--- config.mk ---
export PLATFORM = sky130hd
export DESIGN_NAME = uart_tx
export DESIGN_NICKNAME = d
export VERILOG_FILES = /design/src/rtl/uart_tx.sv
export SDC_FILE = /design/constraint.sdc
export NUM_CORES = 1
export LEC_CHECK = 0
export CAP_MARGIN = 10
export CORE_MARGIN = 4
export CORE_UTILIZATION = 35
export CTS_CLUSTER_SIZE = 20
export DETAILED_ROUTE_END_ITERATION = 16
export DONT_BUFFER_PORTS = 1
export HOLD_SLACK_MARGIN = 0.12
export PLACE_DENSITY = 0.55
export RECOVER_POWER = 25
export SLEW_MARGIN = 0
export SYNTH_ARGS = -nofsm -noshare
export SYNTH_HDL_FRONTEND = slang
export SYNTH_SLANG_ARGS = --single-unit
--- constraint.sdc ---
create_clock -name clk -period 2 [get_ports clk]
set_input_delay 0.6 -clock clk [delete_from_list [all_inputs] [get_ports clk]]
set_output_delay 0.6 -clock clk [all_outputs]
set_load 0.02 [all_outputs]
--- src/rtl/uart_tx.sv ---
// rtl/uart_tx.sv - 8N1/8N2 UART transmitter with internal bit-rate divider
// One byte is accepted per TX_EN/TX_STATUS handshake and shifted out LSB first.
module uart_tx #(
  parameter int unsigned CLK_DIV   = 5208,
  parameter int unsigned STOP_BITS = 1
) (
  input  logic       clk,
  input  logic       reset,
  input  logic [7:0] TX_DATA,
  input  logic       TX_EN,
  output logic       TX_STATUS,
  output logic       UART_TX
);

  localparam int unsigned    DIV_W     = (CLK_DIV > 1) ? $clog2(CLK_DIV) : 1;
  localparam logic [DIV_W-1:0] DIV_LAST = DIV_W'(CLK_DIV - 1);
  localparam logic           STOP_LAST = 1'(STOP_BITS - 1);

  typedef enum logic [1:0] {
    IDLE  = 2'd0,
    START = 2'd1,
    DATA  = 2'd2,
    STOP  = 2'd3
  } state_t;

  state_t           state;
  state_t           next_state;
  logic [DIV_W-1:0] div_cnt;
  logic [2:0]       bit_idx;
  logic             stop_cnt;
  logic [7:0]       shift_reg;

  logic             accept;
  logic             div_wrap;
  logic             last_bit;
  logic             last_stop;
  logic             uart_tx_d;
  logic             tx_status_d;

  assign accept    = TX_EN && TX_STATUS;
  assign div_wrap  = (div_cnt == DIV_LAST);
  assign last_bit  = (bit_idx == 3'd7);
  assign last_stop = (stop_cnt == STOP_LAST);

  always_ff @(posedge clk) begin
    if (reset) begin
      state <= IDLE;
    end else begin
      state <= next_state;
    end
  end

  always_comb begin
    next_state = state;
    case (state)
      IDLE:    if (accept)                 next_state = START;
      START:   if (div_wrap)               next_state = DATA;
      DATA:    if (div_wrap && last_bit)   next_state = STOP;
      STOP:    if (div_wrap && last_stop)  next_state = IDLE;
      default:                             next_state = IDLE;
    endcase
  end

  // Next line level and status; both are registered so the line only moves on
  // accept, divider wrap or reset edges.
  always_comb begin
    uart_tx_d   = UART_TX;
    tx_status_d = TX_STATUS;
    case (state)
      IDLE: begin
        uart_tx_d   = !accept;
        tx_status_d = !accept;
      end
      START: begin
        if (div_wrap) uart_tx_d = shift_reg[0];
      end
      DATA: begin
        if (div_wrap) uart_tx_d = last_bit ? 1'b1 : shift_reg[1];
      end
      STOP: begin
        uart_tx_d = 1'b1;
        if (div_wrap && last_stop) tx_status_d = 1'b1;
      end
      default: begin
        uart_tx_d   = 1'b1;
        tx_status_d = 1'b1;
      end
    endcase
  end

  always_ff @(posedge clk) begin
    if (reset) begin
      div_cnt   <= '0;
      bit_idx   <= 3'd0;
      stop_cnt  <= 1'b0;
      shift_reg <= 8'd0;
      UART_TX   <= 1'b1;
      TX_STATUS <= 1'b1;
    end else begin
      UART_TX   <= uart_tx_d;
      TX_STATUS <= tx_status_d;
      if (accept) begin
        shift_reg <= TX_DATA;
        div_cnt   <= '0;
        bit_idx   <= 3'd0;
        stop_cnt  <= 1'b0;
      end else if (state != IDLE) begin
        div_cnt <= div_wrap ? '0 : div_cnt + DIV_W'(1);
        if (div_wrap && state == DATA) begin
          shift_reg <= shift_reg >> 1;
          bit_idx   <= bit_idx + 3'd1;
        end
        // With one stop bit the counter never leaves zero.
        if (div_wrap && state == STOP) begin
          stop_cnt <= last_stop ? 1'b0 : 1'b1;
        end
      end
    end
  end

endmodule

==> impl_metrics.csv, run 1 <==
group,metric,value,unit
timing,hold_viol,0,
global_route,grt_max_degree,18,
die,die_w,71.25,um
synth,synthTopCellsByArea,"dfxtp_1 (40%), mux2i_1 (8.6%), xor2_1 (6.9%)",
die,ioPinCount,13,
finish,fin_area,1466,sq um
power_and_ir_drop,p_switching,431.6,uW
global_route,grt_overflow,0,
routing,postRouteAntennaNets,0,
cts,h-tree-depth,1,
synth,syn_area,1400,sq um
setup_path,slowest_delay,490,ps
synth,synth_compound_area_share,9.383,%
synth,synthAdderAreaFrac,6.256,%
synth,synth_top_cell_by_area,"dfxtp_1",
setup_path,critPathArrivalTime,1920,ps
synth,synth_top_family_by_area,"simple AND/OR/NAND/NOR gates",
timing,fmax,575.6,MHz
die,die_area,5076,sq um
timing,fin_tns_setup,0,ps
power_and_ir_drop,clockPowerShare,22.3,%
setup_path,worstPathMaxFanout,11,
synth,synth-xor-area-share,8.132,%
routing,post-route-drc-count,0,
setup_path,worst_setup_path_end_kind,"flop",
placed_design,portBuffers,0,
power_and_ir_drop,p_per_area,923.6,nW/um^2
routing,drt_iter0_markers,46,
setup_path,crit_type,"flop to flop",
timing,slew_violations,0,
power_and_ir_drop,ir_worst_vdd,0.4908,mV
synth,synth_mux_area_share,8.579,%
timing,worst_clock_skew,4.091,ps
routing,drt_pass1_iterations,2,
finish,drive_gt1_share,6.803,%
routing,wl,2668,um
global_route,grt_pass1_wl,4629,um
synth,ys_ff_latch,28,
global_route,grt_pass1_vias,1010,
placed_design,place_area,1440,sq um
routing,wl_per_cell,13.68,um
placed_design,dp_slack,315.2,ps
routing,vias,1010,
cts,cts_buffers,3,
synth,yosysTopAreaCellShare,40.04,%
synth,synth-simple-area-share,23.24,%
synth,netlist_instances,150,
finish,largest_reg_flops,13,
cts,clk_pin_slew,90,ps
timing,setup_viol,0,
power_and_ir_drop,p_int,922.8,uW
die,std_cell_rows,22,
finish,n_antenna_cell,0,
setup_path,cp_cell_sequence,"nor4b_2, nand4_1, buf_4, mux2i_1, a211oi_1",
die,start_util,37.13,%
setup_path,worst-endpoint-required,2180,ps
timing,fin_hold_ws,386.9,ps
synth,ys_types,36,
synth,synth_edf_count,0,
global_route,grt_antenna_before_repair,0,
cts,cts_hold_repair.buffers,0,
cts,cts.repair.resized,0,
synth,synth_most_common_cell,"dfxtp_1",
setup_path,slowest_stage,"nor4b_2",
timing,finalWorstSetupSlack,262.6,ps
die,die_y,71.25,um
cts,cts_tree,"yes",
cts,clock_latency,270,ps
placed_design,dpl.hpwl,1868,um
timing,relSlewSlack,70.19,%
synth,ys_warn_count,0,
cts,clock-sinks,28,
power_and_ir_drop,p_seq_share,50.6,%
timing,period_share,86.87,%
synth,synth_flop_cell,"dfxtp_1",
cts,ctsLongestPathBuffers,2,
min_path,hp-class,"primary input to flop",
job,cap_violations,0,
synth,syn_avg_cell_area,9.334,sq um
finish,fillCellCount,381,
placed_design,place_congestion,0.8235,
routing,vias_per_cell,5.179,
timing,rsz0062_at_grt,"no",
outcome,outcome,"completed",
cts,cts-root-buf,"clkbuf_8",
synth,yosys-top-cells-count,"dfxtp_1 (28), nor2_1 (22), mux2i_1 (12)",
timing,tightestPinTransition,446.0,ps
global_route,grt_use_total,11.17,%
power_and_ir_drop,leakage,0.0006163,uW
finish,fin_nets,167,
finish,post-route-util,38.89,%
power_and_ir_drop,power.share.switching,31.87,%
synth,synthArstFlopShare,0,%
timing,fin_crit,1737,ps
power_and_ir_drop,pwr-share-comb,27.2,%
die,core,3771,sq um
finish,area_growth,4.737,%
synth,syn_nets,168,
synth,ys_seq_area_share,40.04,%
cts,postCtsSetupBuffers,0,
setup_path,cp-start-kind,"flop",
## worst max-delay path, delay by kind of cell, from the launching register on
kind	cells	cell delay (ps)
multiplexers	1	140
flip-flops	1	400
AND/OR/NAND/NOR	2	650
AO/OA/AOI/OAI	1	240
buffers and inverters	1	230
## kinds of logic (layout without fill, tap and decap cells)
kind of cell / count (synthesis) / count (layout)
buffers and inverters: 13 / 10
XOR/XNOR: 13 / 13
AO/OA/AOI/OAI: 20 / 20
multiplexers: 12 / 12
AND/OR/NAND/NOR: 57 / 57
flip-flops: 28 / 28
adder cells (fa/ha/maj): 7 / 7
## power groups by stage
stage	clock (uW)	combinational [uW]	sequential, uW
after floorplan	0	307	686
after global placement	0	366	695
after detailed placement	0	378	700
after CTS	315	384	687
after global routing	345	414	695
final	301	368	685
## final timing paths
kind,depth (start not counted),start,to,slack (ps)
worst min-delay path,1,reset,state[1],390
worst max-delay path,5,div_cnt[7],shift_reg[4],260
worst max register to register,5,div_cnt[7],shift_reg[4],260
worst min register to register,2,shift_reg[7],shift_reg[7],480
## through the flow
| stage | instances | power, uW |
|---|---|---|
| finish | 195 | 1354 |
| global route | 195 | 1454 |
| floorplan | 150 | 992.6 |
| global placement | 192 | 1062 |
| CTS | 195 | 1386 |
| detailed placement | 192 | 1078 |
## placed cells by master (no fill, tap or decap), drive strengths merged
| master | Yosys | layout |
|---|---|---|
| ha | 7 | 7 |
| buf | 4 | 2 |
| and4b | 2 | 2 |
| or3b | 1 | 1 |
| nor2 | 22 | 22 |
| o21ai | 4 | 4 |
| dfxtp | 28 | 28 |
| inv | 3 | 3 |
| and4bb | 1 | 1 |
| mux2i | 12 | 12 |
| a22o | 1 | 1 |
| nand2 | 4 | 4 |
| and3 | 1 | 1 |
| and3b | 1 | 1 |
| nor4b | 1 | 1 |
| a21oi | 4 | 4 |
| o21a | 1 | 1 |
| nand3 | 4 | 4 |
| xnor2 | 2 | 2 |
| a211oi | 8 | 8 |
| a41oi | 1 | 1 |
| or2 | 1 | 1 |
| nand2b | 1 | 1 |
| clkbuf | 6 | 5 |
| a31oi | 1 | 1 |
| nor2b | 2 | 2 |
| nand4 | 6 | 6 |
| and4 | 2 | 2 |
| xor2 | 11 | 11 |
| nor3 | 6 | 6 |
| and2 | 2 | 2 |
## area by class of cell
class | count | area, sq um | area share [%]
well taps | 48 | 60.06 | 4.096
clock buffers | 3 | 41.29 | 2.816
multi-input cells | 109 | 769.5 | 52.47
repair buffers | 4 | 23.77 | 1.621
flip-flops and latches | 28 | 560.5 | 38.23
inverters | 3 | 11.26 | 0.7679
## metal layers
metal | track usage, % | vias up | wire length [um]
li1 | - | 524 | -
met1 | 13.71 | 473 | 1298
met3 | 4.067 | 2 | 82
met5 | 0 | - | 0
met2 | 18.47 | 11 | 1267
met4 | 2.923 | 0 | 19
Power figures use the tool's default switching activity.
==> run 2, diff against run 1 <==
--- a/config.mk
+++ b/config.mk
@@ -5,14 +5,17 @@
 export SDC_FILE = /design/constraint.sdc
 export NUM_CORES = 1
 export LEC_CHECK = 0
+export ABC_AREA = 1
 export CAP_MARGIN = 10
+export CELL_PAD_IN_SITES_DETAIL_PLACEMENT = 0
+export CELL_PAD_IN_SITES_GLOBAL_PLACEMENT = 2
 export CORE_MARGIN = 4
 export CORE_UTILIZATION = 35
 export CTS_CLUSTER_SIZE = 20
 export DETAILED_ROUTE_END_ITERATION = 16
 export DONT_BUFFER_PORTS = 1
 export HOLD_SLACK_MARGIN = 0.12
-export PLACE_DENSITY = 0.55
+export PLACE_DENSITY = 0.83
 export RECOVER_POWER = 25
 export SLEW_MARGIN = 0
 export SYNTH_ARGS = -nofsm -noshare
==> run 2 against run 1 <==
  * Worst hold slack got worse by 27 ps
  * Clock skew increased by 7.0 ps
  * Fmax decreased by 2.4%
  * Sequential cell count unchanged
  * Power grew 40%
  * Routed wire length increased by 38%
  * Non-clock buffer count fell by 1
  * Design area up 23%
  * Worst setup slack got worse by 43 ps
  * Count of clock-buffer cells in the layout unchanged
  * Cell count rose by 52%
==> impl_metrics.csv, run 2 <==
group,metric,value,unit
finish,drive_gt1_share,14.69,%
timing,rsz0062_at_grt,"no",
timing,fin_crit,1780,ps
finish,area_growth,7.148,%
finish,seq_area,560.5,sq um
finish,n_antenna_cell,0,
routing,drt_iter0_markers,87,
setup_path,crit_type,"flop to flop",
global_route,grt_use_total,12.91,%
timing,period_share,88.99,%
finish,multiInputGateArea,979.7,sq um
cts,cts.repair.resized,0,
cts,cts_hold_repair.buffers,0,
routing,wl,3694,um
job,cap_violations,0,
setup_path,worst-endpoint-required,2240,ps
cts,h-tree-depth,1,
die,std_cell_rows,24,
placed_design,dp_cells,293,
placed_design,dpl.hpwl,2842,um
synth,synth_most_common_cell,"nand2_1",
synth,synth_top_cell_by_area,"dfxtp_1",
synth,yosysTopAreaCellShare,33.36,%
cts,clock_latency,290,ps
routing,postRouteAntennaNets,0,
die,core,4504,sq um
cts,clock-sinks,28,
synth,ys_warn_count,0,
cts,cts_buffers,3,
power_and_ir_drop,leakage,0.0007223,uW
global_route,grt_pass1_wl,6265,um
power_and_ir_drop,p_per_area,1051,nW/um^2
setup_path,critPathArrivalTime,2020,ps
timing,fin_hold_ws,360.1,ps
synth,ys_ff_latch,28,
timing,fin_tns_setup,0,ps
timing,slew_violations,0,
synth,ys_types,31,
timing,fmax,561.8,MHz
power_and_ir_drop,ir_worst_vdd,0.4129,mV
routing,vias,1465,
min_path,hp-class,"primary input to flop",
routing,drt_pass1_iterations,4,
die,ioPinCount,13,
routing,vias_per_cell,4.933,
synth,syn_area,1680,sq um
timing,setup_viol,0,
cts,postCtsSetupBuffers,0,
setup_path,worstPathMaxFanout,10,
cts,cts-root-buf,"clkbuf_8",
finish,layout_commonest_cell,"nand2_1",
synth,netlist_instances,242,
timing,tightestPinTransition,399.2,ps
timing,hold_viol,0,
global_route,grt_pass1_vias,1307,
synth,syn_nets,260,
timing,relSlewSlack,73.38,%
timing,worst_clock_skew,11.07,ps
finish,fillCellCount,507,
setup_path,cp-start-kind,"flop",
synth,synth_flop_cell,"dfxtp_1",
finish,largest_reg_flops,13,
die,die_area,5974,sq um
cts,ctsLongestPathBuffers,2,
synth,synth_edf_count,0,
routing,post-route-drc-count,0,
setup_path,worst_setup_path_end_kind,"flop",
die,die_y,77.29,um
finish,fin_nets,264,
placed_design,place_area,1740,sq um
routing,wl_per_cell,12.44,um
die,die_w,77.29,um
cts,clk_pin_slew,110,ps
synth,synthArstFlopShare,0,%
placed_design,place_congestion,0.7700,
global_route,grt_overflow,0,
outcome,outcome,"completed",
finish,fin_area,1800,sq um
global_route,grt_antenna_before_repair,0,
global_route,grt_max_degree,17,
finish,final_cells,297,
placed_design,portBuffers,0,
finish,post-route-util,39.97,%
synth,synthTopCellsByArea,"dfxtp_1 (33%), nand2_1 (13%), nand3_1 (6.9%)",
die,start_util,37.31,%
synth,yosys-top-cells-count,"nand2_1 (56), nor2_1 (30), dfxtp_1 (28)",
synth,syn_avg_cell_area,6.944,sq um
synth,ys_seq_area_share,33.36,%
cts,cts_tree,"yes",
finish,final_cell_mix,"nand2_1 (57), nor2_1 (30), dfxtp_1 (28), nand3_1 (23), inv_1 (22)",
run 2: changes by cell type after synthesis, moves of 5 or more:
cell,change
nand2_2,+6
nand2_1,+52
xor2_1,-8
nand3_1,+19
clkbuf_1,-5
o21ai_0,+7
nor2_2,+7
a211oi_1,-8
mux2i_1,-12
nor2_1,+8
a21oi_1,+9
inv_1,+19
inv_2,+5
run 2: metrics by stage:
stage               setup WS (ps)  total power [uW]
floorplan                   471.7              1315
global placement            210.3              1481
detailed placement          284.8              1463
CTS                         249.4              1936
global route                50.30              2042
finish                      220.1              1893
run 2: layer usage:
layer | routed length [um] | up-vias | part of all wire [%] | track usage [%]
met5 | 0 | - | 0 | 0
met4 | 48 | 0 | 1.3 | 4.448
met3 | 80 | 5 | 2.2 | 2.108
met2 | 1563 | 13 | 42 | 19.00
met1 | 2002 | 656 | 54 | 18.85
li1 | - | 791 | - | -
run 2: final timing paths:
kind,from,to,slack [ps],cells after the start
worst max register to register,state[0],state[0],220,9
worst min register to register,shift_reg[7],shift_reg[7],480,2
worst min-delay path,reset,shift_reg[1],360,1
worst max-delay path,state[0],state[0],220,9
run 2: kinds of logic (layout without fill, tap and decap cells):
family                   count (synthesis)  count (layout)  synth area share (%)
adder cells (fa/ha/maj)                  7               7                 5.212
buffers and inverters                   32              35                 7.892
XOR/XNOR                                 3               3                 1.564
AO/OA/AOI/OAI                           26              26                 8.414
AND/OR/NAND/NOR                        146             146                 43.56
flip-flops                              28              28                 33.36
run 2: power by group:
part / total [uW] / switching [uW] / internal, uW / leakage, uW
logic: 726 / 493 / 233 / 0.000459
clock network: 469 / 200 / 269 / 0.0000357
registers: 698 / 69.8 / 628 / 0.000227
total: 1890 / 763 / 1130 / 0.000722
run 2: worst max-delay path, stage by stage, from the launching register on:
cell and delay, ps:
dfxtp_1 380, inv_1 90, ha_1 340, nand2_1 350, o21ai_0 150, inv_1 140, nand3_2 100, nand2_1 70
inv_1 30, nor2_1 80
run 2: final cells by class:
| class | instances | share of cell area (%) |
|---|---|---|
| repair buffers | 3 | 1.042 |
| multi-input cells | 182 | 54.41 |
| flip-flops and latches | 28 | 31.13 |
| well taps | 52 | 3.614 |
| clock inverters | 1 | 1.668 |
| clock buffers | 3 | 2.293 |
| inverters | 28 | 5.837 |
